--- src/rtl/seq_mult8_pkg.sv ---
// Shared state encodings and operand width for the sequential multiplier.
package seq_mult8_pkg;

  localparam int unsigned MULT_W = 8;

  typedef enum logic [1:0] {
    ST_IDLE = 2'd0,
    ST_RUN  = 2'd1,
    ST_DONE = 2'd2
  } state_e;

endpackage : seq_mult8_pkg

--- src/rtl/Adder8bit.sv ---
// 8-bit ripple-carry adder: s = a + b + c, carry out on co.
module Adder8bit (
  input  logic [7:0] a,
  input  logic [7:0] b,
  input  logic       c,
  output logic [7:0] s,
  output logic       co
);

  logic [8:0] carry;

  // Ripple the carry through eight full-adder stages.
  always_comb begin
    carry    = '0;
    s        = '0;
    carry[0] = c;
    for (int i = 0; i < 8; i++) begin
      s[i]         = a[i] ^ b[i] ^ carry[i];
      carry[i + 1] = (a[i] & b[i]) | (a[i] & carry[i]) | (b[i] & carry[i]);
    end
    co = carry[8];
  end

endmodule : Adder8bit

--- src/rtl/seq_mult8.sv ---
// Sequential unsigned shift-add multiplier: one partial-product step per clock
// through a shared 8-bit ripple adder, start/busy/done handshake.
module seq_mult8
  import seq_mult8_pkg::*;
#(
  parameter int unsigned WIDTH = MULT_W,
  parameter int unsigned CNT_W = 4
) (
  input  logic               clk,
  input  logic               rst,
  input  logic               start,
  input  logic [WIDTH-1:0]   a,
  input  logic [WIDTH-1:0]   b,
  output logic [2*WIDTH-1:0] product,
  output logic               busy,
  output logic               done
);

  state_e             state_q, state_d;
  logic [WIDTH-1:0]   m_q, m_d;
  logic [WIDTH-1:0]   acc_q, acc_d;
  logic [WIDTH-1:0]   q_q, q_d;
  logic [CNT_W-1:0]   count_q, count_d;
  logic [2*WIDTH-1:0] product_q, product_d;
  logic               busy_q, busy_d;
  logic               done_q, done_d;

  logic [WIDTH-1:0]   add_b_c;
  logic [WIDTH-1:0]   sum_c;
  logic               co_c;
  logic               last_step_c;

  // Addend is the multiplicand when the current multiplier LSB is set.
  assign add_b_c     = q_q[0] ? m_q : '0;
  assign last_step_c = (count_q == CNT_W'(WIDTH - 1));

  Adder8bit u_step_adder (
    .a  (acc_q),
    .b  (add_b_c),
    .c  (1'b0),
    .s  (sum_c),
    .co (co_c)
  );

  // State register.
  always_ff @(posedge clk) begin
    if (rst) state_q <= ST_IDLE;
    else     state_q <= state_d;
  end

  // Next-state, datapath next values and registered-output decode.
  always_comb begin
    state_d   = state_q;
    m_d       = m_q;
    acc_d     = acc_q;
    q_d       = q_q;
    count_d   = count_q;
    product_d = product_q;

    unique case (state_q)
      ST_IDLE: begin
        if (start) begin
          m_d     = a;
          q_d     = b;
          acc_d   = '0;
          count_d = '0;
          state_d = ST_RUN;
        end
      end
      ST_RUN: begin
        // Carry is shifted into acc MSB so no product bit is lost.
        {acc_d, q_d} = {co_c, sum_c, q_q[WIDTH-1:1]};
        count_d      = count_q + CNT_W'(1);
        if (last_step_c) begin
          product_d = {co_c, sum_c, q_q[WIDTH-1:1]};
          state_d   = ST_DONE;
        end
      end
      ST_DONE: begin
        state_d = ST_IDLE;
      end
      default: begin
        state_d = ST_IDLE;
      end
    endcase

    busy_d = (state_d != ST_IDLE);
    done_d = (state_d == ST_DONE);
  end

  // Datapath and output registers.
  always_ff @(posedge clk) begin
    if (rst) begin
      m_q       <= '0;
      acc_q     <= '0;
      q_q       <= '0;
      count_q   <= '0;
      product_q <= '0;
      busy_q    <= 1'b0;
      done_q    <= 1'b0;
    end else begin
      m_q       <= m_d;
      acc_q     <= acc_d;
      q_q       <= q_d;
      count_q   <= count_d;
      product_q <= product_d;
      busy_q    <= busy_d;
      done_q    <= done_d;
    end
  end

  assign product = product_q;
  assign busy    = busy_q;
  assign done    = done_q;

endmodule : seq_mult8

--- config.mk ---
export PLATFORM = sky130hd
export DESIGN_NAME = seq_mult8
export DESIGN_NICKNAME = d
export VERILOG_FILES = /design/src/rtl/seq_mult8_pkg.sv /design/src/rtl/Adder8bit.sv /design/src/rtl/seq_mult8.sv
export SDC_FILE = /design/constraint.sdc
export NUM_CORES = 1
export LEC_CHECK = 0
export BUFFER_PORTS_ARGS = -buffer_cell sky130_fd_sc_hd__buf_4
export CAP_MARGIN = 30
export CORE_MARGIN = 3
export CORE_UTILIZATION = 45
export CTS_BUF_LIST = sky130_fd_sc_hd__clkbuf_8
export DETAILED_ROUTE_END_ITERATION = 12
export PLACE_DENSITY = 0.68
export SLEW_MARGIN = 5
export SYNTH_ARGS = -nofsm -noshare
export SYNTH_HDL_FRONTEND = slang
export SYNTH_HIERARCHICAL = 1
export SYNTH_SLANG_ARGS = --single-unit
--- constraint.sdc ---
create_clock -name clk -period 5 [get_ports clk]
set_clock_uncertainty 0.1 [all_clocks]
set_input_delay 0.75 -clock clk [delete_from_list [all_inputs] [get_ports clk]]
set_output_delay 0.75 -clock clk [all_outputs]
set_load 0.02 [all_outputs]
==> results.json, run 1 <==
{
  "status": "finished clean",
  "wl_per_cell_um": 12.7,
  "ys_ff_latch": 48,
  "rr_worst_depth": 15,
  "crit_arrival_ns": 4.14,
  "syn-num-nets": 265,
  "setup_viol": 0,
  "max_stage_delay_ns": 0.41,
  "drc_errors": 0,
  "cts-buffers-inserted": 5,
  "synth-main-ff-cell": "dfxtp_1",
  "synth_area_leaders": "dfxtp_1, mux2i_1, nand2b_1, fa_1, nor2_1",
  "layout.core_utilization_pct": 56.4,
  "start_kind": "flop",
  "finalCriticalPeriod_ns": 4.01,
  "tns_ns": 0,
  "drt-total-wl_mm": 4.24,
  "ctsHoldBuffers": 0,
  "powerDensity_nw_per_um2": 314,
  "synth.top_cell.area_share_pct": 42.3,
  "overflow": 0,
  "grt_pass1_vias": 1560,
  "die_h_um": 77.1,
  "syn-instance-count": 237,
  "ctsLongestPathBuffers": 2,
  "clock_sinks": 48,
  "whs_path_depth": 2,
  "rsz0062_at_grt": "false",
  "min_from": "product[0]$_SDFFE_PP0P_",
  "hold_violations": 0,
  "die_w_um": 77.1,
  "fp-row-count": 25,
  "drtIter0Drc": 78,
  "r2r-start": "q_q[0]$_SDFFE_PP0P_",
  "synth_warnings": 6,
  "cp_cell_sequence": "and2_1 -> inv_1 -> fa_1 -> inv_1 -> fa_1 -> fa_1 -> fa_1 -> fa_1 -> fa_1 -> fa_1 -> inv_1 -> fa_1 -> inv_1 -> nand2b_1 -> mux2i_1",
  "port-buffer-count": 36,
  "reg2reg_to": "product[14]$_SDFFE_PP0P_",
  "min_to": "product[0]$_SDFFE_PP0P_",
  "holdCritPathClass": "flop to flop",
  "cp-end-kind": "flop",
  "grt_max_degree": 65,
  "final_common_cell": "dfxtp_1",
  "synth_area_um2": 2270,
  "cts_resized": 0,
  "core_area_um2": 4820,
  "slew_headroom_pct": 55.7,
  "fin_ws_ns": 0.986,
  "htree_levels": 2,
  "path_max_fanout": 9,
  "ios": 37,
  "grtUsageTotal_pct": 15.1,
  "ys_seq_area_share_pct": 42.3,
  "placed_cells": 326,
  "tightest_slew_ns": 0.664,
  "ff2ff_setup_slack_ns": 0.99,
  "area_delta_synth_final_pct": 19.4,
  "async_flop_share_pct": 0,
  "layout_common_cells": "dfxtp_1, nand2b_1, buf_4, nor2_1, mux2i_1",
  "final_cells": 334,
  "synth_cell_types": 30,
  "num_vias": 1583,
  "die_area_um2": 5940,
  "period_share_pct": 80.3,
  "cap_violations": 0,
  "pre_cts_slack_ns": 1.03,
  "cts_tree": "yes",
  "insertion_delay_ns": 0.29,
  "slowest_stage": "fa_1",
  "crit_required_ns": 5.13,
  "dr.pass1.iters": 4,
  "finalNetCount": 294,
  "post_cts_buffers": 0,
  "syn_area_per_cell_um2": 9.59,
  "antenna_found_initial": 0,
  "crit_path_frequent_cell": "fa_1",
  "max_freq_mhz": 249,
  "viasPerCell": 4.74,
  "clk_pin_slew_ns": 0.09,
  "hpwl_mm": 2.86,
  "synth_largest_area_cell": "dfxtp_1",
  "drive_gt1_share_pct": 19.9,
  "start_util_pct": 47.2,
  "p_leak_nw": 1.10,
  "antenna_cells": 0,
  "slew_viol_final": 0,
  "gp_congestion": 0.743,
  "synth-edff-count": 0,
  "grt_pass1_wl_mm": 7.32,
  "nFillCells": 458,
  "peakVddDrop_mv": 0.193,
  "cts-root-buf": "clkbuf_8",
  "worst-setup-path-type": "flop to flop",
  "drtAntennaViolNets": 0
}
Yosys cell counts (2+ instances only):
master,n
dfxtp_1,48
nand2b_1,40
nor2_1,27
mux2i_1,25
inv_1,10
a21oi_1,9
a22oi_1,9
nor3_1,9
and2_1,8
clkbuf_1,8
fa_1,8
or3b_1,5
buf_2,4
or3b_2,4
nor2b_1,3
and4b_1,2
buf_4,2
nand2_1,2
nand3_1,2
nor3b_1,2
layer usage:
metal	share of wire [%]	vias up	GRT usage [%]
met1	50	717	20.8
met5	0	-	0
met2	45	32	23.9
met4	0.73	0	3.74
met3	4.6	2	3.52
li1	-	832	-
metrics by stage:
step	cell area [um2]	power, W	hold slack, ns
after detailed placement	2560	0.000484	0.361
after floorplan	2270	0.000462	0.352
after CTS	2720	0.000863	0.381
final	2720	0.000852	0.378
after global routing	2720	0.000889	0.406
after global placement	2530	0.000482	0.360
cell families (layout without fill, tap and decap cells):
kind of cell    after synthesis  in the layout  share of synthesized area [%]
compound gates               22             22                           6.22
mux                          25             25                           11.0
simple gates                105            105                           26.6
flops                        48             48                           42.3
other cells                   1              1                          0.165
buf+inv                      27             57                           6.11
fa+ha+maj                     9              9                           7.59
worst max-delay path by stage:
stage	startpoint	end	slack (ns)	cells past startpoint
3_5_place_dp	q_q[0]$_SDFFE_PP0P_	product[14]$_SDFFE_PP0P_	1.03	15
2_1_floorplan	q_q[0]$_SDFFE_PP0P_	product[14]$_SDFFE_PP0P_	1.18	15
5_1_grt	q_q[0]$_SDFFE_PP0P_	acc_q[6]$_SDFFE_PP0P_	0.77	15
6_report	q_q[0]$_SDFFE_PP0P_	product[14]$_SDFFE_PP0P_	0.99	15
3_3_place_gp	q_q[0]$_SDFFE_PP0P_	product[14]$_SDFFE_PP0P_	1.06	15
4_1_cts	q_q[0]$_SDFFE_PP0P_	product[14]$_SDFFE_PP0P_	0.98	15
sequential cells by signal, summed over array words and instances (netlist names):
register / flops
acc_q: 8
busy: 1
count_q: 4
done: 1
m_q: 8
product: 16
q_q: 8
state_q: 2
report_power, final:
part	leakage (nW)	switching, W	internal [W]
Sequential	0.391	0.0000110	0.000394
Clock	0.0784	0.000127	0.000250
Combinational	0.629	0.0000329	0.0000362
worst max-delay path, delay by kind of cell, from the launching register on:
family        cells  cell delay, ns
fa+ha+maj         8            2.90
buf+inv           4            0.28
flops             1            0.37
mux               1            0.12
simple gates      2            0.21
cell type report:
cell class / count / area, um2 / share of cell area, %
Sequential cell: 48 / 961 / 35.4
Timing Repair Buffer: 39 / 300 / 11.1
Inverter: 10 / 37.5 / 1.38
Tap cell: 67 / 83.8 / 3.09
Clock inverter: 3 / 90.1 / 3.32
Multi-Input combinational cell: 162 / 1170 / 43.2
Clock buffer: 5 / 68.8 / 2.53
No activity file was read; power rests on OpenSTA's default activity.
==> run 2, diff against run 1 <==
--- a/config.mk
+++ b/config.mk
@@ -5,6 +5,7 @@
 export SDC_FILE = /design/constraint.sdc
 export NUM_CORES = 1
 export LEC_CHECK = 0
+export ABC_AREA = 1
 export BUFFER_PORTS_ARGS = -buffer_cell sky130_fd_sc_hd__buf_4
 export CAP_MARGIN = 30
 export CORE_MARGIN = 3
==> constraint.sdc (replaced) <==
create_clock -name clk -period 4 [get_ports clk]
set_clock_uncertainty 0.1 [all_clocks]
set_input_delay 0.6 -clock clk [delete_from_list [all_inputs] [get_ports clk]]
set_output_delay 0.6 -clock clk [all_outputs]
set_load 0.02 [all_outputs]
==> results.json, run 2 <==
{
  "status": "finished clean",
  "port-buffer-count": 36,
  "syn-instance-count": 279,
  "cp_cell_sequence": "nand2_1 -> inv_1 -> inv_1 -> fa_1 -> inv_1 -> fa_1 -> fa_2 -> fa_2 -> fa_2 -> fa_1 -> fa_1 -> inv_1 -> fa_1 -> inv_1 -> nand3_1 -> a21oi_2",
  "viasPerCell": 4.84,
  "grt_pass1_vias": 1596,
  "crit_required_ns": 4.15,
  "gp_congestion": 0.784,
  "grt_max_degree": 38,
  "synthTopCellsByCount": "nand2_1, dfxtp_1, nand3_1, inv_1, a21oi_1",
  "synth_top_family_by_area": "simple AND/OR/NAND/NOR gates",
  "die_h_um": 74.8,
  "final_common_cell": "nand2_1",
  "cts-buffers-inserted": 5,
  "core_area_um2": 4440,
  "antenna_found_initial": 0,
  "syn_area_per_cell_um2": 7.62,
  "dpl_cell_area_um2": 2390,
  "clock_sinks": 48,
  "dr.pass1.iters": 4,
  "synth-edff-count": 0,
  "num_vias": 1761,
  "finalCriticalPeriod_ns": 3.79,
  "largest_reg_flops": 16,
  "area_delta_synth_final_pct": 18.4,
  "synth_warnings": 6,
  "post_cts_buffers": 0,
  "grtUsageTotal_pct": 16.8,
  "p_total_w": 0.000935,
  "slew_headroom_pct": 47.0,
  "ys_ff_latch": 48,
  "drtAntennaViolNets": 0,
  "yosysMostFrequentCell": "nand2_1",
  "synth-simple-area-share_pct": 28.0,
  "max_freq_mhz": 264,
  "ctsLongestPathBuffers": 2,
  "crit_arrival_ns": 3.93,
  "worst-setup-path-type": "flop to flop",
  "ys_seq_area_share_pct": 45.2,
  "p_leak_nw": 1.15,
  "clk_pin_slew_ns": 0.09,
  "synth_area_leaders": "dfxtp_1, nand2_1, nand3_1, fa_1, a21oi_1",
  "synth_largest_area_cell": "dfxtp_1",
  "drive_gt1_share_pct": 18.9,
  "synth_cell_types": 20,
  "whs_ns": 0.364,
  "tns_ns": 0,
  "die_w_um": 74.8,
  "drt-total-wl_mm": 4.26,
  "period_share_pct": 94.6,
  "holdCritPathClass": "flop to flop",
  "setup_viol": 0,
  "layout_common_cells": "nand2_1, dfxtp_1, buf_4, nand3_1, inv_1",
  "start_util_pct": 47.9,
  "async_flop_share_pct": 0,
  "tightest_slew_ns": 0.793,
  "cap_violations": 0,
  "powerDensity_nw_per_um2": 371,
  "insertion_delay_ns": 0.30,
  "max_stage_delay_ns": 0.40,
  "ios": 37,
  "start_kind": "flop",
  "synth-compound-area-share_pct": 9.18,
  "grt_pass1_wl_mm": 7.23,
  "cp-end-kind": "flop",
  "finalNetCount": 339,
  "syn-num-nets": 307,
  "path_max_fanout": 2,
  "slew_viol_final": 0,
  "synthAdderAreaFrac_pct": 8.12,
  "synth.top_cell.area_share_pct": 45.2,
  "hold_violations": 0,
  "stdcell_area_um2": 2520,
  "rsz0062_at_grt": "false",
  "drc_errors": 0,
  "slowest_stage": "fa_1",
  "wl_per_cell_um": 11.7,
  "htree_levels": 2,
  "hpwl_mm": 3.01,
  "fp-row-count": 24,
  "overflow": 0,
  "peakVddDrop_mv": 0.234,
  "antenna_cells": 0,
  "synth_area_um2": 2130,
  "synth_xor_area_share_pct": 0,
  "synthMuxAreaShare_pct": 0,
  "cts-root-buf": "clkbuf_8",
  "drtIter0Drc": 111,
  "die_area_um2": 5590,
  "cts_tree": "yes",
  "synth-main-ff-cell": "dfxtp_1"
}
[run 2: power by group]
part	internal (W)	switching, W
Clock	0.000185	0.000166
Sequential	0.000492	0.0000117
Combinational	0.0000309	0.0000487
Total	0.000708	0.000226
[run 2: kinds of logic after synthesis]
family,after synthesis
AO/OA/AOI/OAI,39
adder cells (fa/ha/maj),9
buffers and inverters,45
flip-flops,48
other,1
AND/OR/NAND/NOR,137
[run 2: what timing repair did]
| item | in CTS | in global routing |
|---|---|---|
| setup endpoints to repair | 0 | 2 |
| hold buffers | 0 | 0 |
| gates resized for setup | 0 | 4 |
| hold endpoints to repair | 0 | 0 |
[run 2: per-layer routing]
layer  vias to the layer above  share of wire [%]  GRT usage [%]
met4                         0                1.7           7.11
met1                       776                 51           23.7
met5                         -                  0              0
met3                         5                5.2           3.20
li1                        938                  -              -
met2                        42                 43           25.4
[run 2: final timing paths]
path | start | slack, ns | to | cells past startpoint
setup / recovery | m_q[0]$_SDFFE_PP0P_ | 0.21 | product[14]$_SDFFE_PP0P_ | 16
hold / removal | product[6]$_SDFFE_PP0P_ | 0.36 | product[6]$_SDFFE_PP0P_ | 2
setup reg to reg | m_q[0]$_SDFFE_PP0P_ | 0.21 | product[14]$_SDFFE_PP0P_ | 16
hold reg to reg | product[6]$_SDFFE_PP0P_ | 0.36 | product[6]$_SDFFE_PP0P_ | 2
[run 2: through the flow]
stage	worst slack (ns)	utilization [%]	cells
floorplan	0.0708	-	279
global placement	0.128	53.9	356
detailed placement	0.0999	53.9	356
CTS	0.0846	56.4	364
global route	0.00542	56.6	364
finish	0.214	56.6	364
[run 2: area by class of cell]
class	instances	area, um2
Fill cell	447	1930
Clock buffer	5	68.8
Timing Repair Buffer	37	278
Sequential cell	48	961
Clock inverter	3	42.5
Inverter	33	124
Multi-Input combinational cell	186	978
Tap cell	52	65.1
[run 2: worst max-delay path, delay by kind of cell, from the launching register on]
kind                       cells  cell delay (ns)
adders and majority gates      8             2.72
DFF                            1             0.32
buffers and inverters          5             0.29
AOI/OAI and AO/OA              1             0.14
and+or+nand+nor                2             0.15
==> run 3, diff against run 2 <==
--- a/config.mk
+++ b/config.mk
@@ -13,6 +13,7 @@
 export CTS_BUF_LIST = sky130_fd_sc_hd__clkbuf_8
 export DETAILED_ROUTE_END_ITERATION = 12
 export PLACE_DENSITY = 0.68
+export REMOVE_ABC_BUFFERS = 1
 export SLEW_MARGIN = 5
 export SYNTH_ARGS = -nofsm -noshare
 export SYNTH_HDL_FRONTEND = slang
==> results.json, run 3 (synthesis results as in run 2) <==
{
  "drc_errors": 0,
  "drtIter0Drc": 80,
  "ctsHoldBuffers": 0,
  "crit_arrival_ns": 3.89,
  "gp_congestion": 0.805,
  "start_util_pct": 47.9,
  "p_leak_nw": 1.14,
  "die_h_um": 74.8,
  "start_kind": "flop",
  "reg2reg_to": "acc_q[6]$_SDFFE_PP0P_",
  "post_cts_buffers": 0,
  "slew_headroom_pct": 45.9,
  "max_freq_mhz": 266,
  "nFillCells": 433,
  "peakVddDrop_mv": 0.231,
  "fp-row-count": 24,
  "internal-power_w": 0.000663,
  "pwr-share-clk_pct": 34.0,
  "tns_ns": 0,
  "ff2ff_setup_slack_ns": 0.24,
  "ctsLongestPathBuffers": 2,
  "die_w_um": 74.8,
  "pwr-share-comb_pct": 9.0,
  "worst-setup-path-type": "flop to flop",
  "drt-total-wl_mm": 4.11,
  "largest_reg_flops": 16,
  "cts-buffers-inserted": 5,
  "cts_tree": "yes",
  "rsz0062_at_grt": "false",
  "crit_required_ns": 4.13,
  "port-buffer-count": 36,
  "clock_sinks": 48,
  "viasPerCell": 4.79,
  "htree_levels": 2,
  "powerDensity_nw_per_um2": 353,
  "drtAntennaViolNets": 0,
  "grt_pass1_wl_mm": 6.98,
  "finalCriticalPeriod_ns": 3.76,
  "layout.core_utilization_pct": 56.3,
  "layout_common_cells": "nand2_1, dfxtp_1, buf_4, nand3_1, inv_1",
  "setup_viol": 0,
  "dpl_cell_area_um2": 2390,
  "period_share_pct": 94.0,
  "dr.pass1.iters": 4,
  "rr_worst_depth": 16,
  "status": "finished clean",
  "hpwl_mm": 2.89,
  "pre_cts_slack_ns": 0.113,
  "num_vias": 1745,
  "fin_ws_ns": 0.241,
  "hold_violations": 0,
  "grtUsageTotal_pct": 16.3,
  "p_seq_share_pct": 57.0,
  "slew_viol_final": 0,
  "antenna_cells": 0,
  "holdCritPathClass": "flop to flop",
  "whs_ns": 0.365,
  "min_to": "product[10]$_SDFFE_PP0P_",
  "path_max_fanout": 2,
  "cp-end-kind": "flop",
  "clk_pin_slew_ns": 0.08,
  "core_area_um2": 4440,
  "antenna_found_initial": 0,
  "p_sw_share_pct": 24.8,
  "min_from": "product[10]$_SDFFE_PP0P_",
  "tightest_slew_ns": 0.810,
  "net-switching-power_w": 0.000219,
  "stdcell_area_um2": 2500,
  "final_common_cell": "nand2_1",
  "insertion_delay_ns": 0.29,
  "wl_per_cell_um": 11.3,
  "ios": 37,
  "overflow": 0,
  "cap_violations": 0,
  "area_delta_synth_final_pct": 17.5,
  "cts-root-buf": "clkbuf_8",
  "grt_max_degree": 38,
  "die_area_um2": 5590,
  "drive_gt1_share_pct": 18.6,
  "finalNetCount": 339,
  "whs_path_depth": 2,
  "r2r-start": "m_q[0]$_SDFFE_PP0P_",
  "grt_pass1_vias": 1537,
  "cts_resized": 0
}
run 3: cell count changes in the layout (fill, tap and decap cells not counted):
cell	before	now
a21oi_1	27	28
a21oi_2	1	0
bufinv_16	1	0
clkbuf_8	5	6
clkinv_2	1	0
clkinvlp_4	1	2
run 3: area by class of cell:
type                    instances  area (um2)  share of cell area (%)
multi-input cells             186         975                    39.0
repair buffers                 37         278                    11.1
inverters                      33         124                    4.95
well taps                      52        65.1                    2.60
flip-flops and latches         48         961                    38.4
clock buffers                   6        82.6                    3.30
clock inverters                 2        15.0                   0.601
run 3: critical path: stages, from the launching register on:
cell and delay (ns):
dfxtp_1 0.32, nand2_1 0.06, inv_1 0.03, inv_1 0.06, fa_1 0.16, inv_1 0.05, fa_1 0.38, fa_2 0.35
fa_2 0.35, fa_2 0.34, fa_1 0.38, fa_1 0.37, inv_1 0.07, fa_1 0.40, inv_1 0.08, nand2_1 0.05
a21oi_1 0.16
run 3: power groups by stage:
stage / Combinational, W / Sequential (W) / Clock (W)
2_1_floorplan: 0.0000454 / 0.000513 / 0
3_3_place_gp: 0.0000796 / 0.000513 / 0
3_5_place_dp: 0.0000801 / 0.000514 / 0
4_1_cts: 0.0000804 / 0.000503 / 0.000311
5_1_grt: 0.0000925 / 0.000505 / 0.000333
6_report: 0.0000798 / 0.000502 / 0.000300
run 3: per-layer routing:
layer	up-vias	share of wire, %	track usage (%)
met5	-	0	0
met4	0	0.49	4.15
met3	2	5.3	4.41
met2	40	45	26.3
met1	767	49	21.7
li1	936	-	-
run 3: how the worst max path moves through the flow:
stage                                   start                       end  cells past startpoint
after floorplan           q_q[0]$_SDFFE_PP0P_  product[14]$_SDFFE_PP0P_                     16
after global placement    m_q[0]$_SDFFE_PP0P_  product[14]$_SDFFE_PP0P_                     16
after detailed placement  m_q[0]$_SDFFE_PP0P_  product[14]$_SDFFE_PP0P_                     16
after CTS                 m_q[0]$_SDFFE_PP0P_  product[14]$_SDFFE_PP0P_                     16
after global routing      q_q[0]$_SDFFE_PP0P_     acc_q[6]$_SDFFE_PP0P_                     16
final                     m_q[0]$_SDFFE_PP0P_     acc_q[6]$_SDFFE_PP0P_                     16
run 3: through the flow:
stage                     total power, W  std cells
after floorplan                 0.000558        267
after global placement          0.000593        356
after detailed placement        0.000594        356
after CTS                       0.000894        364
after global routing            0.000930        364
final                           0.000882        364
